[src/rtl/occupancy_sequencer.sv]
// Turns entry/exit sensor edges into add/remove command sequences for a downstream BCD occupancy counter.
// Build option: define OCCUPANCY_CAPACITY_LIMIT_EN to cap occupancy at MAX_OCCUPANCY instead of 99.
module occupancy_sequencer #(
    parameter int MAX_OCCUPANCY = 50
) (
    input  logic       Clock,
    input  logic       Reset,
    input  logic       EnterReq,
    input  logic       ExitReq,
    output logic [7:0] Selector,
    output logic       Increment,
    output logic [6:0] Count,
    output logic       Full,
    output logic       Empty,
    output logic       Rejected,
    output logic       Overrun,
    output logic       Busy
);

`ifdef OCCUPANCY_CAPACITY_LIMIT_EN
    localparam logic [6:0] LIMIT = 7'(MAX_OCCUPANCY);
`else
    localparam logic [6:0] LIMIT = 7'd99;

    // MAX_OCCUPANCY stays on the interface so both builds share one port/parameter list
    logic w_unusedMaxOccupancy;
    assign w_unusedMaxOccupancy = ^MAX_OCCUPANCY;
`endif

    localparam logic [7:0] SEL_IDLE   = 8'd0;
    localparam logic [7:0] SEL_ADD    = 8'd4;
    localparam logic [7:0] SEL_REMOVE = 8'd20;

    typedef enum logic [1:0] {
        IDLE,
        SETUP,
        STROBE,
        RELEASE
    } state_t;

    state_t     r_state;
    state_t     w_nextState;

    logic       r_enterSample;
    logic       r_exitSample;
    logic [2:0] r_enterPend;
    logic [2:0] r_exitPend;
    logic       r_prioExit;
    logic       r_chanExit;
    logic [6:0] r_count;
    logic [7:0] r_selector;
    logic       r_increment;
    logic       r_rejected;
    logic       r_overrun;

    logic       w_enterEdge;
    logic       w_exitEdge;
    logic       w_enterWant;
    logic       w_exitWant;
    logic       w_pickExit;
    logic       w_serveEnter;
    logic       w_serveExit;
    logic       w_reject;
    logic       w_start;
    logic       w_countStep;
    logic [7:0] w_nextSelector;
    logic       w_nextIncrement;
    logic [3:0] w_enterStep;
    logic [3:0] w_exitStep;

    // Returns {overrun, nextPending}; an edge and a service in the same cycle cancel out
    function automatic logic [3:0] pendStep(input logic [2:0] pend,
                                            input logic       edgeIn,
                                            input logic       serve);
        logic [3:0] result;
        result = {1'b0, pend};
        if (edgeIn && !serve) begin
            if (pend == 3'd7) begin
                result = {1'b1, pend};
            end else begin
                result = {1'b0, pend + 3'd1};
            end
        end else if (!edgeIn && serve) begin
            result = {1'b0, pend - 3'd1};
        end
        return result;
    endfunction

    assign w_enterEdge = EnterReq & ~r_enterSample;
    assign w_exitEdge  = ExitReq & ~r_exitSample;
    assign w_enterWant = (r_enterPend != 3'd0);
    assign w_exitWant  = (r_exitPend != 3'd0);
    assign w_pickExit  = w_exitWant & (~w_enterWant | r_prioExit);

    always_comb begin
        w_nextState     = r_state;
        w_nextSelector  = SEL_IDLE;
        w_nextIncrement = 1'b0;
        w_serveEnter    = 1'b0;
        w_serveExit     = 1'b0;
        w_reject        = 1'b0;
        w_start         = 1'b0;
        w_countStep     = 1'b0;
        case (r_state)
            IDLE: begin
                // Saturated requests are retired here without ever touching the counter
                if (w_enterWant || w_exitWant) begin
                    if (w_pickExit) begin
                        w_serveExit = 1'b1;
                        w_reject    = (r_count == 7'd0);
                    end else begin
                        w_serveEnter = 1'b1;
                        w_reject     = (r_count == LIMIT);
                    end
                    w_start = ~w_reject;
                    if (w_start) begin
                        w_nextState    = SETUP;
                        w_nextSelector = w_pickExit ? SEL_REMOVE : SEL_ADD;
                    end
                end
            end
            SETUP: begin
                w_nextState     = STROBE;
                w_nextSelector  = r_chanExit ? SEL_REMOVE : SEL_ADD;
                w_nextIncrement = 1'b1;
                w_countStep     = 1'b1;
            end
            STROBE: begin
                w_nextState    = RELEASE;
                w_nextSelector = r_chanExit ? SEL_REMOVE : SEL_ADD;
            end
            RELEASE: begin
                w_nextState = IDLE;
            end
            default: begin
                w_nextState = IDLE;
            end
        endcase
    end

    assign w_enterStep = pendStep(r_enterPend, w_enterEdge, w_serveEnter);
    assign w_exitStep  = pendStep(r_exitPend, w_exitEdge, w_serveExit);

    always_ff @(posedge Clock) begin
        if (Reset) begin
            r_state <= IDLE;
        end else begin
            r_state <= w_nextState;
        end
    end

    always_ff @(posedge Clock) begin
        if (Reset) begin
            r_enterSample <= 1'b0;
            r_exitSample  <= 1'b0;
            r_enterPend   <= 3'd0;
            r_exitPend    <= 3'd0;
            r_prioExit    <= 1'b0;
            r_chanExit    <= 1'b0;
            r_count       <= 7'd0;
            r_selector    <= SEL_IDLE;
            r_increment   <= 1'b0;
            r_rejected    <= 1'b0;
            r_overrun     <= 1'b0;
        end else begin
            r_enterSample <= EnterReq;
            r_exitSample  <= ExitReq;
            r_enterPend   <= w_enterStep[2:0];
            r_exitPend    <= w_exitStep[2:0];
            r_selector    <= w_nextSelector;
            r_increment   <= w_nextIncrement;
            r_rejected    <= w_reject;
            r_overrun     <= w_enterStep[3] | w_exitStep[3];
            if (w_serveEnter || w_serveExit) begin
                r_prioExit <= ~r_prioExit;
            end
            if (w_start) begin
                r_chanExit <= w_pickExit;
            end
            // Shadow count moves on the same edge that raises Increment
            if (w_countStep) begin
                r_count <= r_chanExit ? (r_count - 7'd1) : (r_count + 7'd1);
            end
        end
    end

    assign Selector  = r_selector;
    assign Increment = r_increment;
    assign Count     = r_count;
    assign Full      = (r_count == LIMIT);
    assign Empty     = (r_count == 7'd0);
    assign Rejected  = r_rejected;
    assign Overrun   = r_overrun;
    assign Busy      = (r_state != IDLE);

endmodule

[config.mk]
export PLATFORM = sky130hd
export DESIGN_NAME = occupancy_sequencer
export DESIGN_NICKNAME = d
export VERILOG_FILES = /design/src/rtl/occupancy_sequencer.sv
export SDC_FILE = /design/constraint.sdc
export NUM_CORES = 1
export LEC_CHECK = 0
export CAP_MARGIN = 40
export CELL_PAD_IN_SITES_DETAIL_PLACEMENT = 1
export CELL_PAD_IN_SITES_GLOBAL_PLACEMENT = 1
export CORE_UTILIZATION = 43
export CTS_CLUSTER_DIAMETER = 120
export DETAILED_ROUTE_END_ITERATION = 7
export PLACE_DENSITY_LB_ADDON = 0.3
export RECOVER_POWER = 50
export SLEW_MARGIN = 15
export SYNTH_ARGS = -nofsm -noshare
export SYNTH_HDL_FRONTEND = slang
export SYNTH_SLANG_ARGS = --single-unit
export TNS_END_PERCENT = 30
[constraint.sdc]
create_clock -name Clock -period 5.5 [get_ports Clock]
set_clock_uncertainty 0.05 [all_clocks]
set_input_delay 1.1 -clock Clock [delete_from_list [all_inputs] [get_ports Clock]]
set_output_delay 1.1 -clock Clock [all_outputs]
set_load 0.1 [all_outputs]
==> impl_metrics.prom, run 1 <==
# TYPE chip_impl_metric gauge
chip_impl_info{name="outcome",value="finished, final reports clean"} 1
chip_impl_metric{name="total_switching_power",unit="mW"} 0.685
chip_impl_metric{name="port_buffers",unit=""} 18
chip_impl_info{name="rsz0062_at_grt",value="false"} 1
chip_impl_metric{name="dieWidth",unit="µm"} 61.9
chip_impl_metric{name="numCtsBuffers",unit=""} 3
chip_impl_metric{name="postSynth.asyncResetShare",unit="%"} 0
chip_impl_metric{name="post_layout_nonfiller_instances",unit=""} 255
chip_impl_metric{name="worst-slew-pin-transition",unit="ps"} 1240
chip_impl_info{name="clock_root_buffer_master",value="clkbuf_4"} 1
chip_impl_metric{name="setup_viol_count_final",unit=""} 0
chip_impl_metric{name="finish.instance_area",unit="µm²"} 2030
chip_impl_metric{name="clkSinkCount",unit=""} 24
chip_impl_metric{name="start_util",unit="%"} 45.6
chip_impl_info{name="slowest_stage",value="clkdlybuf4s50_1"} 1
chip_impl_metric{name="drive_above_1_share",unit="%"} 12.0
chip_impl_metric{name="boundaryPins",unit=""} 25
chip_impl_metric{name="ys_ff_latch",unit=""} 24
chip_impl_metric{name="antenna_violations_before_repair",unit=""} 0
chip_impl_info{name="kind_of_cell_adding_the_most_delay_to_the_critical_path",value="simple AND/OR/NAND/NOR gates"} 1
chip_impl_metric{name="cts.hold.buffers_added",unit=""} 0
chip_impl_metric{name="leakagePower",unit="nW"} 0.844
chip_impl_metric{name="finish.net_count",unit=""} 232
chip_impl_metric{name="worst-endpoint-required",unit="ps"} 4350
chip_impl_metric{name="postCtsResizedCells",unit=""} 0
chip_impl_metric{name="antenna-diode-count",unit=""} 0
chip_impl_info{name="crit_path_start_kind",value="flip-flop"} 1
chip_impl_metric{name="cap_viol_max_count",unit=""} 0
chip_impl_metric{name="fp.dieH",unit="µm"} 61.9
chip_impl_metric{name="dpl-instance-area",unit="µm²"} 2000
chip_impl_metric{name="cp_max_fo",unit=""} 6
chip_impl_metric{name="pwr-share-comb",unit="%"} 70.0
chip_impl_info{name="cp_cell_sequence",value="or4_4 > nor4_4 > clkdlybuf4s50_1 > buf_8"} 1
chip_impl_metric{name="grt_start_max_net_pins",unit=""} 31
chip_impl_metric{name="clkLatencyLatePin",unit="ps"} 320
chip_impl_info{name="synthTopCellsByArea",value="dfxtp_1 31%, ha_1 14%, nor2_1 5.1%, a21oi_1 2.9%, buf_4 2.9%"} 1
chip_impl_metric{name="syn-cell-area",unit="µm²"} 1540
chip_impl_metric{name="report.final.slew_viol_count",unit=""} 0
chip_impl_metric{name="final.hold.worst_slack",unit="ps"} 483
chip_impl_metric{name="globalRouteOverflowTotal",unit=""} 0
chip_impl_metric{name="critical_path_arrival",unit="ps"} 2410
chip_impl_metric{name="netlist.area_leader.share",unit="%"} 31.1
chip_impl_metric{name="sequentialPowerShare",unit="%"} 22.3
chip_impl_metric{name="power-per-cell-area",unit="nW/µm²"} 631
chip_impl_metric{name="setup-tns-final",unit="ps"} 0
chip_impl_info{name="synthFlopType",value="dfxtp_1"} 1
chip_impl_metric{name="gp_congestion",unit=""} 0.764
chip_impl_metric{name="cell_internal_pwr",unit="mW"} 0.596
chip_impl_metric{name="count_of_tritonroute_iterations_in_the_first_routing_pass",unit=""} 4
chip_impl_metric{name="pwr-share-clk",unit="%"} 7.7
chip_impl_metric{name="synth_enable_flop_cells",unit=""} 0
chip_impl_info{name="cts_tree",value="done"} 1
chip_impl_metric{name="crit_path_max_incr_delay",unit="ps"} 620
chip_impl_metric{name="route.detailed.vias_per_inst",unit=""} 5.44
chip_impl_info{name="hold_class",value="flip-flop to flip-flop"} 1
chip_impl_metric{name="power",unit="mW"} 1.28
chip_impl_info{name="timing.setup.critical_path_class",value="flip-flop to primary output"} 1
chip_impl_metric{name="synth.distinct_cells",unit=""} 46
chip_impl_metric{name="drt_first_iter_violations",unit=""} 44
chip_impl_metric{name="wire_length_of_the_first_global_routing_pass",unit="µm"} 6780
chip_impl_metric{name="detail_route.wl_per_cell",unit="µm"} 16.8
chip_impl_metric{name="synth_warn",unit=""} 0
chip_impl_metric{name="post-route-period-util",unit="%"} 64.7
chip_impl_info{name="synthDominantAreaCellType",value="dfxtp_1"} 1
chip_impl_metric{name="remaining_drc_errors",unit=""} 0
chip_impl_metric{name="floorplan.core_area",unit="µm²"} 3390
chip_impl_metric{name="groute.usage.overall",unit="%"} 25.0
chip_impl_metric{name="report.final.hold_viol_count",unit=""} 0
chip_impl_metric{name="placedCellCount",unit=""} 251
chip_impl_metric{name="synth.yosys.seq_area_share",unit="%"} 31.1
chip_impl_metric{name="mapped_cells",unit=""} 176
chip_impl_metric{name="clkTransAtPathRegs",unit="ps"} 140
chip_impl_metric{name="postSynthAreaPerCell",unit="µm²"} 8.77
chip_impl_metric{name="vias_in_the_first_global_route",unit=""} 1427
chip_impl_metric{name="cp.buffers_inverters",unit=""} 2
chip_impl_metric{name="slew_headroom",unit="%"} 17.1
chip_impl_metric{name="cts_max_level",unit=""} 1
chip_impl_metric{name="final_routed_wirelength_across_all_metal_layers",unit="µm"} 4290
chip_impl_metric{name="post_cts.repair.setup_buffers",unit=""} 0
chip_impl_metric{name="fp.dieArea",unit="µm²"} 3830
chip_impl_metric{name="switching_share",unit="%"} 53.5
chip_impl_metric{name="num_rows",unit=""} 21
chip_impl_metric{name="drt.antenna.violating_nets",unit=""} 0
chip_impl_info{name="end_kind",value="primary output"} 1
chip_impl_metric{name="achievable-frequency",unit="MHz"} 281
chip_impl_metric{name="peak_supply_drop",unit="V"} 0.000248
chip_impl_metric{name="cts_buffer_depth",unit=""} 2
chip_impl_metric{name="layout_min_cycle_time",unit="ps"} 3560
chip_impl_metric{name="route.vias.total",unit=""} 1386
chip_impl_metric{name="detailedPlacementHpwl",unit="µm"} 3480
chip_impl_metric{name="synth_to_layout_area_growth",unit="%"} 31.5
==> power groups by stage <==
stage | sequential, mW | combinational (mW) | clock (mW)
after floorplan | 0.422 | 0.466 | 0
after global placement | 0.281 | 0.733 | 0
after detailed placement | 0.291 | 0.897 | 0
after CTS | 0.286 | 0.901 | 0.0983
after global routing | 0.294 | 0.957 | 0.107
final | 0.286 | 0.896 | 0.0983
==> flip-flops by register name (all words and copies together) (netlist names) <==
name / flops
Selector: 2
r_exitPend: 3
r_enterSample: 1
Count: 7
Overrun: 1
r_prioExit: 1
Increment: 1
r_exitSample: 1
r_state: 2
Rejected: 1
r_chanExit: 1
r_enterPend: 3
==> synth_stat cells (3+ instances only) <==
cell and n:
xnor2_1 5, nand2_1 7, buf_4 6, mux2i_1 4, nor2b_1 7, ha_1 17
inv_1 8, a21oi_1 9, nand2b_1 7, nor3_1 8, dfxtp_1 24, nand3_1 3
o21ai_0 4, a211oi_1 4, nor2_1 21
==> placed cells by master (no fill, tap or decap), drive strengths merged, types with 3 or more instances in the layout <==
master,n
mux2i,5
clkdlybuf4s50,17
inv,9
clkbuf,5
xnor2,5
nand3,3
a211oi,4
nor2b,7
buf,15
nand2b,7
ha,17
o21ai,6
nor2,21
nor4,3
nor3,8
dfxtp,24
nand2,7
a21oi,9
conb,6
==> per-stage QoR <==
stage	util, %	setup WS, ps
5_1_grt	59.9	1860
4_1_cts	60.0	1930
2_1_floorplan	-	1340
3_3_place_gp	51.6	2010
6_report	59.9	1940
3_5_place_dp	59.0	2320
==> area by class of cell <==
type                            instances  area (µm²)
Clock buffer                            4        36.3
Sequential cell                        24         480
Multi-Input combinational cell        138         988
Fill cell                             386        1360
Timing Repair Buffer                   34         434
Tap cell                               46        57.6
Inverter                                9        33.8
==> kinds of logic after synthesis <==
group / share of synthesized area (%)
compound gates: 15.2
flops: 31.1
simple gates: 24.8
mux: 3.48
other cells: 0.243
fa+ha+maj: 15.1
buf+inv: 6.08
xor+xnor: 3.97
==> path summary, 6_finish.rpt <==
check	start	end	slack, ps	cells after the start
worst max-delay path	Count[0]	Empty	1940	4
worst min-delay path	r_exitPend[2]	r_exitPend[2]	480	1
worst max register to register	r_chanExit	Count[6]	3110	6
worst min register to register	r_exitPend[2]	r_exitPend[2]	480	1
==> layer usage <==
| metal | track usage, % | part of all wire [%] | routed length, µm | vias up |
|---|---|---|---|---|
| met5 | 0 | 0 | 0 | - |
| met4 | 10.5 | 3.0 | 130 | 0 |
| met3 | 3.31 | 3.2 | 135 | 14 |
| met2 | 47.8 | 53 | 2280 | 32 |
| met1 | 27.4 | 41 | 1740 | 662 |
| li1 | - | - | - | 678 |
Power figures use the tool's default switching activity.
==> run 2, diff against run 1 <==
--- a/config.mk
+++ b/config.mk
@@ -8,7 +8,7 @@
 export CAP_MARGIN = 40
 export CELL_PAD_IN_SITES_DETAIL_PLACEMENT = 1
 export CELL_PAD_IN_SITES_GLOBAL_PLACEMENT = 1
-export CORE_UTILIZATION = 43
+export CORE_UTILIZATION = 40
 export CTS_CLUSTER_DIAMETER = 120
 export DETAILED_ROUTE_END_ITERATION = 7
 export PLACE_DENSITY_LB_ADDON = 0.3
==> constraint.sdc (replaced) <==
create_clock -name Clock -period 3.3 [get_ports Clock]
set_clock_uncertainty 0.05 [all_clocks]
set_input_delay 0.66 -clock Clock [delete_from_list [all_inputs] [get_ports Clock]]
set_output_delay 0.66 -clock Clock [all_outputs]
set_load 0.1 [all_outputs]
==> run 2 against run 1 <==
Hold slack lost 15 ps. Routed wire length shrank 12%. Highest routed layer unchanged. Global-route usage down 5.6 points. Largest cell class unchanged. Die area up 7.3%. Critical path type unchanged. Design area decreased by 16%. First-iteration DRC count grew 2.3%.
==> impl_metrics.prom, run 2 (synthesized netlist as in run 1, its figures left out) <==
# TYPE chip_impl_metric gauge
chip_impl_metric{name="synth_to_layout_area_growth",unit="%"} 10.7
chip_impl_info{name="crit_path_start_kind",value="flip-flop"} 1
chip_impl_metric{name="start_util",unit="%"} 41.9
chip_impl_info{name="layout.cells.most_common",value="dfxtp_1"} 1
chip_impl_info{name="cts_tree",value="done"} 1
chip_impl_info{name="most_frequent_cells_in_the_layout",value="24 x dfxtp_1, 21 x nor2_1, 17 x ha_1"} 1
chip_impl_metric{name="vias_in_the_first_global_route",unit=""} 1416
chip_impl_metric{name="worst-endpoint-required",unit="ps"} 2590
chip_impl_metric{name="detail_route.wl_per_cell",unit="µm"} 15.6
chip_impl_metric{name="numCtsBuffers",unit=""} 3
chip_impl_metric{name="worst_hold_path.num_cells",unit=""} 1
chip_impl_metric{name="setup_viol_count_final",unit=""} 0
chip_impl_metric{name="report.final.hold_viol_count",unit=""} 0
chip_impl_metric{name="post-route-period-util",unit="%"} 77.4
chip_impl_metric{name="remaining_drc_errors",unit=""} 0
chip_impl_metric{name="fp.dieH",unit="µm"} 64.1
chip_impl_info{name="clock_root_buffer_master",value="clkbuf_8"} 1
chip_impl_metric{name="cts_max_level",unit=""} 1
chip_impl_metric{name="clkLatencyLatePin",unit="ps"} 260
chip_impl_metric{name="fp.dieArea",unit="µm²"} 4110
chip_impl_metric{name="num_rows",unit=""} 22
chip_impl_metric{name="rrSetupSlack",unit="ps"} 980
chip_impl_info{name="slowest_stage",value="or4_4"} 1
chip_impl_metric{name="final_util",unit="%"} 46.3
chip_impl_metric{name="report.final.slew_viol_count",unit=""} 0
chip_impl_metric{name="max_reg_flops",unit=""} 7
chip_impl_metric{name="port_buffers",unit=""} 18
chip_impl_metric{name="detailedPlacementHpwl",unit="µm"} 2880
chip_impl_metric{name="ff_latch_area",unit="µm²"} 480
chip_impl_info{name="timing.setup.critical_path_class",value="flip-flop to primary output"} 1
chip_impl_info{name="outcome",value="finished, final reports clean"} 1
chip_impl_metric{name="drive_above_1_share",unit="%"} 5.70
chip_impl_metric{name="floorplan.core_area",unit="µm²"} 3690
chip_impl_metric{name="gp_congestion",unit=""} 0.837
chip_impl_info{name="holdPathEnd",value="r_exitPend[2]"} 1
chip_impl_metric{name="worst-slew-pin-transition",unit="ps"} 1190
chip_impl_metric{name="final_routed_wirelength_across_all_metal_layers",unit="µm"} 3770
chip_impl_info{name="crit_path_start",value="Count[0]"} 1
chip_impl_info{name="cp_cell_sequence",value="or4_4 > nor4_4 > buf_4"} 1
chip_impl_metric{name="groute.usage.overall",unit="%"} 19.4
chip_impl_metric{name="postCtsResizedCells",unit=""} 0
chip_impl_metric{name="layout_min_cycle_time",unit="ps"} 2550
chip_impl_metric{name="r2r_cell_count",unit=""} 7
chip_impl_metric{name="crit_path_max_incr_delay",unit="ps"} 550
chip_impl_metric{name="drt.antenna.violating_nets",unit=""} 0
chip_impl_info{name="worstReg2RegEnd",value="r_exitPend[2]"} 1
chip_impl_metric{name="grt_start_max_net_pins",unit=""} 21
chip_impl_metric{name="clkSinkCount",unit=""} 24
chip_impl_metric{name="cp_max_fo",unit=""} 6
chip_impl_metric{name="clkTransAtPathRegs",unit="ps"} 80
chip_impl_metric{name="route.detailed.vias_per_inst",unit=""} 5.47
chip_impl_metric{name="post_cts.repair.setup_buffers",unit=""} 0
chip_impl_metric{name="cap_viol_max_count",unit=""} 0
chip_impl_metric{name="count_of_tritonroute_iterations_in_the_first_routing_pass",unit=""} 4
chip_impl_metric{name="dieWidth",unit="µm"} 64.1
chip_impl_metric{name="route.vias.total",unit=""} 1318
chip_impl_metric{name="drt_first_iter_violations",unit=""} 45
chip_impl_info{name="crit-reg2reg-launch",value="r_enterPend[1]"} 1
chip_impl_info{name="end_kind",value="primary output"} 1
chip_impl_metric{name="dpl-instance-area",unit="µm²"} 1720
chip_impl_metric{name="finish.instance_area",unit="µm²"} 1710
chip_impl_metric{name="achievable-frequency",unit="MHz"} 392
chip_impl_metric{name="antenna_violations_before_repair",unit=""} 0
chip_impl_metric{name="critical_path_arrival",unit="ps"} 1840
chip_impl_info{name="hold_class",value="flip-flop to flip-flop"} 1
chip_impl_metric{name="cts_buffer_depth",unit=""} 2
chip_impl_metric{name="antenna-diode-count",unit=""} 0
chip_impl_metric{name="boundaryPins",unit=""} 25
chip_impl_info{name="rsz0062_at_grt",value="false"} 1
chip_impl_metric{name="slew_headroom",unit="%"} 21.1
chip_impl_metric{name="fillerInstances",unit=""} 466
chip_impl_metric{name="finish.net_count",unit=""} 217
chip_impl_metric{name="globalRouteOverflowTotal",unit=""} 0
chip_impl_metric{name="final.hold.worst_slack",unit="ps"} 468
chip_impl_metric{name="multi_input_area",unit="µm²"} 992
chip_impl_metric{name="setup-tns-final",unit="ps"} 0
chip_impl_info{name="min-delay-start",value="r_exitPend[2]"} 1
chip_impl_metric{name="wire_length_of_the_first_global_routing_pass",unit="µm"} 6310
chip_impl_metric{name="cts.hold.buffers_added",unit=""} 0
-- run 2: how the worst max path moves through the flow --
stage | cells past startpoint | slack (ps) | end
after global routing | 3 | 660 | Empty
after floorplan | 5 | 90 | Selector[2]
after CTS | 3 | 730 | Empty
final | 3 | 750 | Empty
after global placement | 4 | 940 | r_state[1]
after detailed placement | 5 | 860 | Count[5]
-- run 2: layout make-up --
type / count / area share [%]
Timing Repair Buffer: 19 / 5.93
Inverter: 9 / 1.98
Clock buffer: 3 / 2.42
Tap cell: 48 / 3.51
Sequential cell: 24 / 28.1
Multi-Input combinational cell: 138 / 58.1
-- run 2: routing by layer --
| layer | GRT usage (%) | vias to the layer above | wire [µm] |
|---|---|---|---|
| li1 | - | 649 | - |
| met1 | 20.8 | 649 | 1590 |
| met2 | 38.7 | 18 | 2050 |
| met3 | 3.21 | 2 | 105 |
| met4 | 4.72 | 0 | 16 |
| met5 | 0 | - | 0 |
-- run 2: metrics by stage --
| step | instances | setup slack, ps |
|---|---|---|
| 6_report | 241 | 747 |
| 5_1_grt | 241 | 663 |
| 4_1_cts | 241 | 731 |
| 3_5_place_dp | 238 | 863 |
| 3_3_place_gp | 238 | 941 |
| 2_1_floorplan | 181 | 89.0 |
-- run 2: worst max-delay path, delay by kind of cell, from the launching register on --
kind | cells | cell delay (ps)
simple gates | 2 | 830
flops | 1 | 390
buf+inv | 1 | 360
Power of run 2 is left out: the tool's default activity adds up to more than one toggle a clock period on the data nets, which glitch-free logic cannot reach.
==> run 3, diff against run 2 <==
--- a/config.mk
+++ b/config.mk
@@ -8,7 +8,7 @@
 export CAP_MARGIN = 40
 export CELL_PAD_IN_SITES_DETAIL_PLACEMENT = 1
 export CELL_PAD_IN_SITES_GLOBAL_PLACEMENT = 1
-export CORE_UTILIZATION = 40
+export CORE_UTILIZATION = 36
 export CTS_CLUSTER_DIAMETER = 120
 export DETAILED_ROUTE_END_ITERATION = 7
 export PLACE_DENSITY_LB_ADDON = 0.3
==> constraint.sdc (replaced) <==
create_clock -name Clock -period 2.3 [get_ports Clock]
set_clock_uncertainty 0.05 [all_clocks]
set_input_delay 0.46 -clock Clock [delete_from_list [all_inputs] [get_ports Clock]]
set_output_delay 0.46 -clock Clock [all_outputs]
set_load 0.1 [all_outputs]
==> run 3 against run 2 <==
Design area is 7.5% higher. Critical path depth unchanged. Register-to-register slack worse by 820 ps. Clock-buffer cell count increased by 1. Cell count is 4.6% higher. Global-route usage is 0.56 points lower.
==> impl_metrics.prom, run 3 (synthesized netlist as in run 1, its figures left out) <==
# TYPE chip_impl_metric gauge
chip_impl_info{name="clock_root_buffer_master",value="clkbuf_8"} 1
chip_impl_metric{name="antenna_violations_before_repair",unit=""} 0
chip_impl_metric{name="detail_route.wl_per_cell",unit="µm"} 15.1
chip_impl_metric{name="clkTransAtPathRegs",unit="ps"} 90
chip_impl_metric{name="count_of_tritonroute_iterations_in_the_first_routing_pass",unit=""} 4
chip_impl_metric{name="port_buffers",unit=""} 18
chip_impl_info{name="crit_path_start_kind",value="flip-flop"} 1
chip_impl_metric{name="final.hold.worst_slack",unit="ps"} 488
chip_impl_metric{name="critical_path_arrival",unit="ps"} 1740
chip_impl_metric{name="fillerInstances",unit=""} 494
chip_impl_metric{name="post_layout_nonfiller_instances",unit=""} 252
chip_impl_metric{name="clkLatencyLatePin",unit="ps"} 270
chip_impl_metric{name="pwr-share-comb",unit="%"} 68.2
chip_impl_info{name="timing.setup.critical_path_class",value="flip-flop to primary output"} 1
chip_impl_metric{name="met2_wirelength",unit="µm"} 1980
chip_impl_metric{name="drt.antenna.violating_nets",unit=""} 0
chip_impl_metric{name="total_switching_power",unit="mW"} 1.56
chip_impl_metric{name="groute.usage.overall",unit="%"} 18.8
chip_impl_info{name="cts_tree",value="done"} 1
chip_impl_metric{name="dpl-instance-area",unit="µm²"} 1810
chip_impl_metric{name="rrSetupSlack",unit="ps"} 160
chip_impl_metric{name="ff_latch_area",unit="µm²"} 493
chip_impl_metric{name="pre_cts_ws",unit="ps"} 140
chip_impl_metric{name="slew_headroom",unit="%"} 21.7
chip_impl_metric{name="peak_supply_drop",unit="V"} 0.000689
chip_impl_metric{name="placedCellCount",unit=""} 245
chip_impl_metric{name="cts_max_level",unit=""} 1
chip_impl_metric{name="cts.hold.buffers_added",unit=""} 0
chip_impl_metric{name="switching_share",unit="%"} 54.2
chip_impl_metric{name="finish.instance_area",unit="µm²"} 1840
chip_impl_metric{name="vias_in_the_first_global_route",unit=""} 1444
chip_impl_info{name="hold_class",value="flip-flop to flip-flop"} 1
chip_impl_metric{name="gp_congestion",unit=""} 0.804
chip_impl_metric{name="cap_viol_max_count",unit=""} 0
chip_impl_info{name="most_frequent_cells_in_the_layout",value="21 x nor2_1, 20 x dfxtp_1, 17 x ha_1"} 1
chip_impl_metric{name="sequentialPowerShare",unit="%"} 22.8
chip_impl_metric{name="floorplan.core_area",unit="µm²"} 4060
chip_impl_metric{name="detailedPlacementHpwl",unit="µm"} 3060
chip_impl_metric{name="drt_first_iter_violations",unit=""} 37
chip_impl_metric{name="met3_wirelength",unit="µm"} 88
chip_impl_metric{name="dieWidth",unit="µm"} 67.5
chip_impl_metric{name="pwr-share-clk",unit="%"} 9.0
chip_impl_metric{name="layout_min_cycle_time",unit="ps"} 2250
chip_impl_metric{name="max_reg_flops",unit=""} 7
chip_impl_metric{name="num_rows",unit=""} 23
chip_impl_metric{name="numCtsBuffers",unit=""} 3
chip_impl_info{name="layout.cells.most_common",value="nor2_1"} 1
chip_impl_metric{name="globalRouteOverflowTotal",unit=""} 0
chip_impl_metric{name="fp.dieArea",unit="µm²"} 4550
chip_impl_metric{name="power-per-cell-area",unit="nW/µm²"} 1570
chip_impl_info{name="end_kind",value="primary output"} 1
chip_impl_metric{name="multi_input_area",unit="µm²"} 997
chip_impl_metric{name="r2r_cell_count",unit=""} 7
chip_impl_metric{name="boundaryPins",unit=""} 25
chip_impl_metric{name="clkSinkCount",unit=""} 24
chip_impl_metric{name="route.vias.total",unit=""} 1335
chip_impl_metric{name="achievable-frequency",unit="MHz"} 445
chip_impl_metric{name="wirelength_met1",unit="µm"} 1620
chip_impl_metric{name="route.detailed.vias_per_inst",unit=""} 5.30
chip_impl_metric{name="layout_setup_ws",unit="ps"} 53.7
chip_impl_metric{name="start_util",unit="%"} 38.1
chip_impl_metric{name="worst-endpoint-required",unit="ps"} 1790
chip_impl_metric{name="grt_start_max_net_pins",unit=""} 19
chip_impl_info{name="outcome",value="finished, final reports clean"} 1
chip_impl_metric{name="cts_buffer_depth",unit=""} 2
chip_impl_info{name="crit-reg2reg-launch",value="r_enterPend[1]"} 1
chip_impl_metric{name="report.final.slew_viol_count",unit=""} 0
chip_impl_metric{name="cell_internal_pwr",unit="mW"} 1.32
chip_impl_info{name="rsz0062_at_grt",value="false"} 1
chip_impl_metric{name="postCtsResizedCells",unit=""} 0
chip_impl_metric{name="remaining_drc_errors",unit=""} 0
chip_impl_metric{name="synth_to_layout_area_growth",unit="%"} 19.0
chip_impl_metric{name="cp_max_fo",unit=""} 2
chip_impl_metric{name="leakagePower",unit="nW"} 0.782
chip_impl_info{name="crit_path_start",value="Count[0]"} 1
chip_impl_metric{name="report.final.hold_viol_count",unit=""} 0
chip_impl_metric{name="fp.dieH",unit="µm"} 67.5
chip_impl_metric{name="setup_viol_count_final",unit=""} 0
chip_impl_info{name="critical_path.endpoint",value="Empty"} 1
chip_impl_info{name="worstReg2RegEnd",value="r_exitPend[2]"} 1
chip_impl_metric{name="wire_length_of_the_first_global_routing_pass",unit="µm"} 6350
chip_impl_metric{name="worst-slew-pin-transition",unit="ps"} 1180
chip_impl_metric{name="finish.net_count",unit=""} 225
chip_impl_metric{name="antenna-diode-count",unit=""} 0
chip_impl_metric{name="drive_above_1_share",unit="%"} 14.9
chip_impl_metric{name="final_routed_wirelength_across_all_metal_layers",unit="µm"} 3800
chip_impl_metric{name="post-route-period-util",unit="%"} 97.7
chip_impl_info{name="topRoutingLayerUsed",value="met4"} 1
[run 3: worst max-delay path, stage by stage, from the launching register on]
cell	delay (ps)
dfxtp_4	350
or4_4	540
nor4_4	350
buf_12	220
[run 3: repair_timing]
item	in CTS	in global routing
pin swaps	2	1
buffers inserted	3	0
endpoints found under the setup margin	1	1
[run 3: per-layer routing]
layer / track usage [%] / vias up
met3: 2.87 / 10
met1: 20.4 / 639
li1: - / 663
met2: 34.9 / 23
met4: 9.31 / 0
met5: 0 / -
[run 3: worst min path at each step]
stage / start / slack, ps / end / cells after the start
floorplan: r_exitPend[2] / 420 / r_exitPend[2] / 1
global placement: r_exitPend[2] / 450 / r_exitPend[2] / 1
detailed placement: r_enterPend[2] / 480 / r_enterPend[2] / 2
CTS: r_enterPend[2] / 490 / r_enterPend[2] / 2
global route: r_exitPend[2] / 530 / r_exitPend[2] / 1
finish: r_enterPend[2] / 490 / r_enterPend[2] / 2
[run 3: final cells by class]
| class | count | area share (%) |
|---|---|---|
| well taps | 50 | 3.40 |
| repair buffers | 27 | 11.2 |
| inverters | 9 | 1.84 |
| multi-input cells | 138 | 54.3 |
| flip-flops and latches | 24 | 26.8 |
| clock buffers | 4 | 2.45 |
[run 3: through the flow]
step                power (mW)  util, %  setup TNS, ps
CTS                       2.96     46.3          -17.3
global placement          2.56     44.7              0
detailed placement        2.64     44.7              0
floorplan                 2.14        -          -3870
finish                    2.88     45.3              0
global route              3.08     45.3              0
[run 3: power by group through the flow]
| stage | Sequential [mW] | Clock (mW) | Combinational, mW |
|---|---|---|---|
| 3_3_place_gp | 0.670 | 0 | 1.89 |
| 6_report | 0.657 | 0.260 | 1.97 |
| 5_1_grt | 0.675 | 0.290 | 2.12 |
| 3_5_place_dp | 0.682 | 0 | 1.96 |
| 4_1_cts | 0.659 | 0.271 | 2.03 |
| 2_1_floorplan | 1.02 | 0 | 1.12 |
